$ cat config.mk
export PLATFORM = sky130hd
export DESIGN_NAME = alu_div_iter_flat
export DESIGN_NICKNAME = d
export VERILOG_FILES = /design/src/rtl/alu_div_iter_pkg.sv /design/src/rtl/alu_div_iter_if.sv /design/src/rtl/alu_div_nr_step.sv /design/src/rtl/alu_div_iter.sv /design/src/flat_wrapper.sv
export SDC_FILE = /design/constraint.sdc
export NUM_CORES = 2
export LEC_CHECK = 0
export CAP_MARGIN = 10
export CORE_AREA = 2 2 243 245
export DETAILED_ROUTE_END_ITERATION = 6
export DIE_AREA = 0 0 245 247
export PLACE_DENSITY = 0.76
export SKIP_CTS_REPAIR_TIMING = 1
export SYNTH_ARGS = -nofsm -noshare
export SYNTH_HDL_FRONTEND = slang
export SYNTH_SLANG_ARGS = --single-unit
export TNS_END_PERCENT = 10
$ cat constraint.sdc
create_clock -name clk -period 11.7 [get_ports clk]
set_input_delay 2.34 -clock clk [delete_from_list [all_inputs] [get_ports clk]]
set_output_delay 2.34 -clock clk [all_outputs]
set_load 0.02 [all_outputs]
$ cat src/rtl/alu_div_iter_pkg.sv
// Shared ALU configuration: default datapath width, divider FSM states and special results.
// Latency: n/a (types and constants only).
// Backpressure: n/a.
// Contents: ALU_XLEN, div_state_e, div_cnt_w(), divide-by-zero / overflow result fill bits.
package alu_div_iter_pkg;

  localparam int ALU_XLEN = 64;

  typedef enum logic [1:0] {
    ST_IDLE,
    ST_CALC,
    ST_CORRECT,
    ST_DONE
  } div_state_e;

  // Iteration counter must hold XLEN+1 (full-width step count).
  function automatic int div_cnt_w(input int xlen);
    return $clog2(xlen + 2);
  endfunction

  // Divide-by-zero quotient is all-ones; signed-overflow remainder is all-zeros.
  localparam logic DIV0_QUOT_BIT = 1'b1;
  localparam logic OVF_REM_BIT   = 1'b0;

endpackage

$ cat src/rtl/alu_div_iter_if.sv
// Issue-side handshake bundle for the iterative divider (names are from the divider's view).
// Latency: n/a (wires only).
// Backpressure: in_valid_i/in_ready_o on the request side, out_valid_o/out_ready_i on the result side.
// Ports: flush_i, in_valid_i, in_ready_o, signed_i, word_i, dividend_i, divisor_i,
//        out_valid_o, out_ready_i, quot_o, rem_o. Modports: master (issue logic), slave (divider).
interface alu_div_iter_if
  import alu_div_iter_pkg::*;
#(
  parameter int XLEN = ALU_XLEN
);
  logic            flush_i;
  logic            in_valid_i;
  logic            in_ready_o;
  logic            signed_i;
  logic            word_i;
  logic [XLEN-1:0] dividend_i;
  logic [XLEN-1:0] divisor_i;
  logic            out_valid_o;
  logic            out_ready_i;
  logic [XLEN-1:0] quot_o;
  logic [XLEN-1:0] rem_o;

  modport master (
    output flush_i, in_valid_i, signed_i, word_i, dividend_i, divisor_i, out_ready_i,
    input  in_ready_o, out_valid_o, quot_o, rem_o
  );

  modport slave (
    input  flush_i, in_valid_i, signed_i, word_i, dividend_i, divisor_i, out_ready_i,
    output in_ready_o, out_valid_o, quot_o, rem_o
  );
endinterface

$ cat src/rtl/alu_div_nr_step.sv
// One radix-2 non-restoring division step on a (2*WIDTH+2)-bit partial remainder.
// Latency: combinational.
// Backpressure: none.
// Ports: pr_i partial remainder, d_i divisor, nd_i negated divisor (WIDTH+1 bits each);
//        pr_o next partial remainder (already shifted left), q_o quotient bit.
module alu_div_nr_step #(
  parameter int WIDTH = 64
) (
  input  logic [2*WIDTH+1:0] pr_i,
  input  logic [WIDTH:0]     d_i,
  input  logic [WIDTH:0]     nd_i,
  output logic [2*WIDTH+1:0] pr_o,
  output logic               q_o
);
  logic [WIDTH:0]   src;
  logic [2*WIDTH:0] addend;
  logic [2*WIDTH:0] sum;

  // Same signs -> subtract (q=1), different -> add (q=0). Zero counts as positive.
  assign q_o    = (pr_i[2*WIDTH+1] == d_i[WIDTH]);
  assign src    = q_o ? nd_i : d_i;
  // Divisor is aligned to bit WIDTH; the top bit of the sum is discarded by the shift.
  assign addend = {src, {WIDTH{1'b0}}};
  assign sum    = pr_i[2*WIDTH:0] + addend;
  assign pr_o   = {sum, 1'b0};
endmodule

$ cat src/rtl/alu_div_iter.sv
// Iterative signed/unsigned radix-2 non-restoring divider with word mode and RISC-V special results.
// Latency: W+3 cycles from accept to out_valid_o (W = XLEN or XLEN/2); 1 cycle for div-by-zero/overflow.
// Backpressure: result held in DONE until out_ready_i; in_ready_o only in IDLE; flush_i aborts at any time.
// Ports: clk, rst (sync, active-high), div_if (slave modport of alu_div_iter_if).
module alu_div_iter
  import alu_div_iter_pkg::*;
#(
  parameter int XLEN = ALU_XLEN
) (
  input  logic          clk,
  input  logic          rst,
  alu_div_iter_if.slave div_if
);
  localparam int H     = XLEN / 2;
  localparam int CNT_W = div_cnt_w(XLEN);
  localparam logic [CNT_W-1:0] ITER_FULL = CNT_W'(XLEN + 1);
  localparam logic [CNT_W-1:0] ITER_WORD = CNT_W'(H + 1);
  localparam logic [CNT_W-1:0] CNT_ONE   = CNT_W'(1);
  localparam logic [XLEN-1:0]  Q_ONE     = {{(XLEN-1){1'b0}}, 1'b1};

  div_state_e        state_q, state_d;
  logic [CNT_W-1:0]  cnt_q, cnt_d;
  logic [2*XLEN+1:0] pr_q, pr_d, pr_step;
  logic [XLEN-2:0]   quo_q, quo_d;
  logic [XLEN:0]     d_q, d_d, nd_q, nd_d;
  logic              a_neg_q, a_neg_d;
  logic              word_q, word_d;
  logic [XLEN-1:0]   quot_q, quot_d, rem_q, rem_d;
  logic              out_valid_q, out_valid_d;
  logic              q_bit;

  // Operand preparation (combinational view of the inputs at accept time)
  logic [H-1:0]      dvd_lo, dvs_lo;
  logic              a_neg, d_neg;
  logic [XLEN:0]     a_ext, d_ext;
  logic [2*XLEN+1:0] pr_init;
  logic [XLEN-1:0]   dvd_w;
  logic              div_zero, ovf;
  logic              in_ready, accept;

  // Correction
  logic [XLEN:0]     r_raw;
  logic [XLEN-1:0]   r_fix, q_raw, q_fix;

  assign in_ready = (state_q == ST_IDLE) && !rst;
  assign accept   = div_if.in_valid_i && in_ready && !div_if.flush_i;

  always_comb begin
    dvd_lo = div_if.dividend_i[H-1:0];
    dvs_lo = div_if.divisor_i[H-1:0];
    a_neg  = div_if.signed_i & (div_if.word_i ? dvd_lo[H-1] : div_if.dividend_i[XLEN-1]);
    d_neg  = div_if.signed_i & (div_if.word_i ? dvs_lo[H-1] : div_if.divisor_i[XLEN-1]);
    a_ext  = div_if.word_i ? {{(XLEN+1-H){a_neg}}, dvd_lo} : {a_neg, div_if.dividend_i};
    d_ext  = div_if.word_i ? {{(XLEN+1-H){d_neg}}, dvs_lo} : {d_neg, div_if.divisor_i};
    // Word operands start pre-shifted by H so the shared datapath needs only H+1 steps and
    // the final remainder lands in the same upper slice as in full-width mode.
    pr_init = div_if.word_i ? {{(XLEN+1-H){a_neg}}, a_ext, {H{1'b0}}}
                            : {{(XLEN+1){a_neg}}, a_ext};
    dvd_w    = div_if.word_i ? {{(XLEN-H){dvd_lo[H-1]}}, dvd_lo} : div_if.dividend_i;
    div_zero = div_if.word_i ? (dvs_lo == '0) : (div_if.divisor_i == '0);
    ovf      = div_if.signed_i &
               (div_if.word_i ? ((dvd_lo == {1'b1, {(H-1){1'b0}}}) && (dvs_lo == '1))
                              : ((div_if.dividend_i == {1'b1, {(XLEN-1){1'b0}}}) &&
                                 (div_if.divisor_i == '1)));
  end

  alu_div_nr_step #(.WIDTH(XLEN)) u_step (
    .pr_i (pr_q),
    .d_i  (d_q),
    .nd_i (nd_q),
    .pr_o (pr_step),
    .q_o  (q_bit)
  );

  // Quotient digits are +/-1; with P = collected q=1 bits, Q = 2P+1 mod 2^XLEN.
  always_comb begin
    r_raw = pr_q[2*XLEN+1:XLEN+1];
    q_raw = {quo_q, 1'b1};
    r_fix = r_raw[XLEN-1:0];
    q_fix = q_raw;
    if ((r_raw != '0) && (r_raw[XLEN] != a_neg_q)) begin
      // Remainder landed on the wrong side of zero: step one divisor back toward the dividend.
      if (r_raw[XLEN] == d_q[XLEN]) begin
        r_fix = r_raw[XLEN-1:0] + nd_q[XLEN-1:0];
        q_fix = q_raw + Q_ONE;
      end else begin
        r_fix = r_raw[XLEN-1:0] + d_q[XLEN-1:0];
        q_fix = q_raw - Q_ONE;
      end
    end else if (r_raw == d_q) begin
      r_fix = '0;
      q_fix = q_raw + Q_ONE;
    end else if (r_raw == nd_q) begin
      r_fix = '0;
      q_fix = q_raw - Q_ONE;
    end
  end

  always_comb begin
    state_d     = state_q;
    cnt_d       = cnt_q;
    pr_d        = pr_q;
    quo_d       = quo_q;
    d_d         = d_q;
    nd_d        = nd_q;
    a_neg_d     = a_neg_q;
    word_d      = word_q;
    quot_d      = quot_q;
    rem_d       = rem_q;
    out_valid_d = out_valid_q;
    case (state_q)
      ST_IDLE: begin
        if (accept) begin
          if (div_zero || ovf) begin
            quot_d      = div_zero ? {XLEN{DIV0_QUOT_BIT}} : dvd_w;
            rem_d       = div_zero ? dvd_w : {XLEN{OVF_REM_BIT}};
            out_valid_d = 1'b1;
            state_d     = ST_DONE;
          end else begin
            pr_d    = pr_init;
            quo_d   = '0;
            d_d     = d_ext;
            nd_d    = -d_ext;
            a_neg_d = a_neg;
            word_d  = div_if.word_i;
            cnt_d   = div_if.word_i ? ITER_WORD : ITER_FULL;
            state_d = ST_CALC;
          end
        end
      end
      ST_CALC: begin
        pr_d  = pr_step;
        quo_d = {quo_q[XLEN-3:0], q_bit};
        cnt_d = cnt_q - CNT_ONE;
        if (cnt_q == CNT_ONE) begin
          state_d = ST_CORRECT;
        end
      end
      ST_CORRECT: begin
        quot_d      = word_q ? {{(XLEN-H){q_fix[H-1]}}, q_fix[H-1:0]} : q_fix;
        rem_d       = word_q ? {{(XLEN-H){r_fix[H-1]}}, r_fix[H-1:0]} : r_fix;
        out_valid_d = 1'b1;
        state_d     = ST_DONE;
      end
      ST_DONE: begin
        if (div_if.out_ready_i) begin
          out_valid_d = 1'b0;
          state_d     = ST_IDLE;
        end
      end
      default: begin
        state_d = ST_IDLE;
      end
    endcase
    if (div_if.flush_i) begin
      state_d     = ST_IDLE;
      out_valid_d = 1'b0;
    end
  end

  always_ff @(posedge clk) begin
    if (rst) begin
      state_q     <= ST_IDLE;
      cnt_q       <= '0;
      pr_q        <= '0;
      quo_q       <= '0;
      d_q         <= '0;
      nd_q        <= '0;
      a_neg_q     <= 1'b0;
      word_q      <= 1'b0;
      quot_q      <= '0;
      rem_q       <= '0;
      out_valid_q <= 1'b0;
    end else begin
      state_q     <= state_d;
      cnt_q       <= cnt_d;
      pr_q        <= pr_d;
      quo_q       <= quo_d;
      d_q         <= d_d;
      nd_q        <= nd_d;
      a_neg_q     <= a_neg_d;
      word_q      <= word_d;
      quot_q      <= quot_d;
      rem_q       <= rem_d;
      out_valid_q <= out_valid_d;
    end
  end

  assign div_if.in_ready_o  = in_ready;
  assign div_if.out_valid_o = out_valid_q;
  assign div_if.quot_o      = quot_q;
  assign div_if.rem_o       = rem_q;
endmodule

$ cat src/flat_wrapper.sv
// flat-port wrapper written by rule: the top's interface ports become plain ports
module alu_div_iter_flat import alu_div_iter_pkg::*;
#(
  parameter int XLEN = ALU_XLEN
)
  (clk, rst, div_if_flush_i, div_if_in_valid_i, div_if_signed_i, div_if_word_i, div_if_dividend_i, div_if_divisor_i, div_if_out_ready_i, div_if_in_ready_o, div_if_out_valid_o, div_if_quot_o, div_if_rem_o);
  alu_div_iter_if #(.XLEN(XLEN)) div_if_i ();
  input  logic clk;
  input  logic rst;
  input wire logic [$bits(div_if_i.flush_i)-1:0] div_if_flush_i;
  input wire logic [$bits(div_if_i.in_valid_i)-1:0] div_if_in_valid_i;
  input wire logic [$bits(div_if_i.signed_i)-1:0] div_if_signed_i;
  input wire logic [$bits(div_if_i.word_i)-1:0] div_if_word_i;
  input wire logic [$bits(div_if_i.dividend_i)-1:0] div_if_dividend_i;
  input wire logic [$bits(div_if_i.divisor_i)-1:0] div_if_divisor_i;
  input wire logic [$bits(div_if_i.out_ready_i)-1:0] div_if_out_ready_i;
  output wire logic [$bits(div_if_i.in_ready_o)-1:0] div_if_in_ready_o;
  output wire logic [$bits(div_if_i.out_valid_o)-1:0] div_if_out_valid_o;
  output wire logic [$bits(div_if_i.quot_o)-1:0] div_if_quot_o;
  output wire logic [$bits(div_if_i.rem_o)-1:0] div_if_rem_o;
  assign div_if_i.flush_i = div_if_flush_i;
  assign div_if_i.in_valid_i = div_if_in_valid_i;
  assign div_if_i.signed_i = div_if_signed_i;
  assign div_if_i.word_i = div_if_word_i;
  assign div_if_i.dividend_i = div_if_dividend_i;
  assign div_if_i.divisor_i = div_if_divisor_i;
  assign div_if_i.out_ready_i = div_if_out_ready_i;
  assign div_if_in_ready_o = div_if_i.in_ready_o;
  assign div_if_out_valid_o = div_if_i.out_valid_o;
  assign div_if_quot_o = div_if_i.quot_o;
  assign div_if_rem_o = div_if_i.rem_o;
  alu_div_iter #(.XLEN(XLEN)) u_core (.clk(clk), .rst(rst), .div_if(div_if_i));
endmodule
==> flow_summary.yaml <==
min_path:
  hp-class: "register to register"
  min_from: "u_core.div_if.quot_o[9]$_SDFFE_PP0P_"
die:
  ios: 265
  start_util: 0.543
  dieWidth_um: 245
  core_um2: 58200
  std_cell_rows: 89
  dieArea_um2: 60500
  die_h_um: 247
timing:
  finalMaxSlewViolations: 0
  hold_violations: 0
  tns_ns: 0
  holdWs_ns: 0.451
  setup_ws_ns: 4.50
  max_freq_ghz: 0.139
  finalCritPeriodShare: 0.616
  min_period_ns: 7.20
  relSlewSlack: 0.174
  setup_viol: 0
  rsz0062_at_grt: "no"
  tightestPinTransition_ns: 1.23
  skew_ns: 0.0185
clock_network:
  cts.path.max_buffers: 3
  clock-root-buffer: "clkbuf_16"
  clock_latency_ns: 0.62
  htreeDepth: 2
  cts_buffers: 52
  cts_tree: "yes"
  clock-sinks: 462
  cts.reportedPaths.clkPinSlew_ns: 0.06
synth:
  seq_area_frac_synth: 0.293
  synth-edff-count: 0
  synth_ff_type: "dfxtp_1"
  yosysUniqueCellTypes: 84
  ys_seq_elements: 462
  avgSynthCellArea_um2: 7.42
  synth_nets: 4541
  ys_warn_count: 0
  async_flop_share: 0
  netlist_instances: 4261
  syn_area_um2: 31600
setup_path:
  crit_type: "input port to register"
  crit_path_start_kind: "input port"
  critPathMaxFanout: 76
  rr_startpoint: "u_core.pr_q[129]$_SDFFE_PP0P_"
  cp-startpoint: "div_if_dividend_i[20]"
  worstPathRequired_ns: 12.17
  crit_path_end_kind: "register"
  cp.arrival_ns: 7.67
placed_design:
  gp_congestion: 1.07
  pre_cts_ws_ns: 4.16
  dp_hpwl_um: 99000
  portBuffers: 264
global_routing:
  grt_max_degree: 192
  grt_overflow: 0
  grt_pass1_vias: 30899
  grt_pass1_wl_um: 196000
  grt_use_total: 0.424
  antenna_found_initial: 3
routing:
  drtPass1Iterations: 6
  drc: 0
  via_per_inst: 6.76
  vias: 34606
  dr.first_iter.drc_count: 4920
  wl_um: 134000
  ant_nets: 0
  wl_per_cell_um: 26.1
power:
  clockPowerShare: 0.411
  pwr-share-comb: 0.173
  p_int_mw: 2.83
  swShare: 0.308
  peakVddDrop_mv: 0.128
  power_mw: 4.09
  static-leakage-power_nw: 14.0
  powerDensity_nw_per_um2: 113
  p_seq_frac: 0.416
  switching_power_mw: 1.26
layout:
  nNetsFinal: 4595
  drive_gt1_frac: 0.0400
  area_delta_synth_final_pct: 14.2
outcome:
  status: "finished clean"
flow_run:
  drv_cap: 0
-- synth_stat cells (16+ instances only) --
| library cell | n | area, um2 |
|---|---|---|
| or3_1 | 21 | 131 |
| inv_1 | 80 | 300 |
| a211oi_1 | 116 | 871 |
| o21ai_0 | 183 | 916 |
| a311oi_1 | 17 | 149 |
| buf_2 | 32 | 160 |
| nand3_1 | 135 | 676 |
| nand4_1 | 77 | 482 |
| o211ai_1 | 58 | 435 |
| o21bai_1 | 26 | 195 |
| xor2_1 | 146 | 1280 |
| nand2_1 | 633 | 2380 |
| a21oi_1 | 450 | 2250 |
| a22oi_1 | 21 | 158 |
| ha_1 | 143 | 1790 |
| a21o_1 | 100 | 751 |
| a221oi_1 | 51 | 447 |
| or4_1 | 19 | 143 |
| xnor2_1 | 186 | 1630 |
| a211o_1 | 17 | 149 |
| nor2_1 | 344 | 1290 |
| nor4_1 | 67 | 419 |
| a221o_1 | 33 | 330 |
| clkbuf_1 | 249 | 935 |
| o22ai_1 | 18 | 113 |
| nor3_1 | 135 | 676 |
| and3_1 | 63 | 394 |
| nor2b_1 | 51 | 319 |
| a31oi_1 | 24 | 150 |
| dfxtp_1 | 462 | 9250 |
| nand2b_1 | 31 | 194 |
| mux2i_1 | 16 | 160 |
| o221ai_1 | 16 | 140 |
-- power groups by stage --
| stage | Clock (mW) | Sequential (mW) | Combinational, mW |
|---|---|---|---|
| 6_report | 1.68 | 1.70 | 0.707 |
| 5_1_grt | 1.73 | 1.70 | 0.743 |
| 4_1_cts | 1.67 | 1.69 | 0.676 |
| 3_5_place_dp | 0 | 1.73 | 0.672 |
| 3_3_place_gp | 0 | 1.73 | 0.671 |
| 2_1_floorplan | 0 | 1.69 | 0.426 |
-- worst max-delay path, cell delays in order --
cell and delay [ns]:
clkdlybuf4s50_1 0.74, or4_1 0.72, nor4_1 0.34, nand4_1 0.14, nor4_1 0.58, a21oi_1 0.36
nand2b_4 0.44, o21a_4 0.82, buf_4 0.76, nor2_1 0.11, a21oi_1 0.14, nor2_1 0.06
-- flip-flops by register name, summed over array words and instances (netlist names) --
register / flops
u_core.d_q: 64
u_core.word_q: 1
u_core.pr_q: 130
u_core.div_if.quot_o: 64
u_core.div_if.rem_o: 64
u_core.state_q: 2
u_core.a_neg_q: 1
u_core.nd_q: 65
u_core.quo_q: 63
u_core.cnt_q: 7
u_core.div_if.out_valid_o: 1
-- worst paths after layout --
check / endpoint / slack [ns] / depth (start not counted)
worst min-delay path: u_core.div_if.quot_o[9]$_SDFFE_PP0P_ / 0.45 / 2
worst max register to register: u_core.div_if.rem_o[56]$_SDFFE_PP0P_ / 5.31 / 18
worst max-delay path: u_core.pr_q[41]$_SDFFE_PP0P_ / 4.50 / 12
worst min register to register: u_core.div_if.quot_o[9]$_SDFFE_PP0P_ / 0.45 / 2
-- kinds of logic after synthesis --
logic type | share of synthesized area
buf+inv | 0.0491
fa+ha+maj | 0.0579
simple gates | 0.243
mux | 0.00614
flops | 0.293
xor+xnor | 0.0920
compound gates | 0.259
-- per-layer routing --
metal / share of wire / GRT usage / vias to the layer above
met5: 0.000090 / 0 / -
met4: 0.072 / 0.253 / 2
met3: 0.13 / 0.110 / 544
met2: 0.41 / 0.615 / 2415
met1: 0.39 / 0.565 / 16117
li1: - / - / 15528
-- through the flow --
stage	std cells	utilization	instance area (um2)
after floorplan	4261	-	31600
after global placement	5034	0.591	34400
after detailed placement	5034	0.591	34400
after CTS	5121	0.620	36100
after global routing	5123	0.620	36100
final	5123	0.620	36100
-- area by class of cell --
class	count	area, um2
fill	5349	22100
multi-input combinational	3410	20900
sequential	462	9250
timing repair buffer	308	2990
clock buffer	73	1460
tap	773	967
inverter	81	304
clock inverter	14	210
antenna	2	5.00
-- placed cells by master (no fill, tap or decap), types with 66 or more instances in the layout --
| master | n |
|---|---|
| clkdlybuf4s50_1 | 262 |
| a21o_1 | 100 |
| dfxtp_1 | 462 |
| a211oi_1 | 116 |
| o21ai_0 | 182 |
| nor3_1 | 134 |
| nor4_1 | 66 |
| nand2_1 | 633 |
| xnor2_1 | 185 |
| inv_1 | 79 |
| a21oi_1 | 450 |
| nor2_1 | 341 |
| xor2_1 | 145 |
| nand4_1 | 77 |
| nand3_1 | 135 |
| ha_1 | 141 |
No activity file was read; power rests on OpenSTA's default activity.
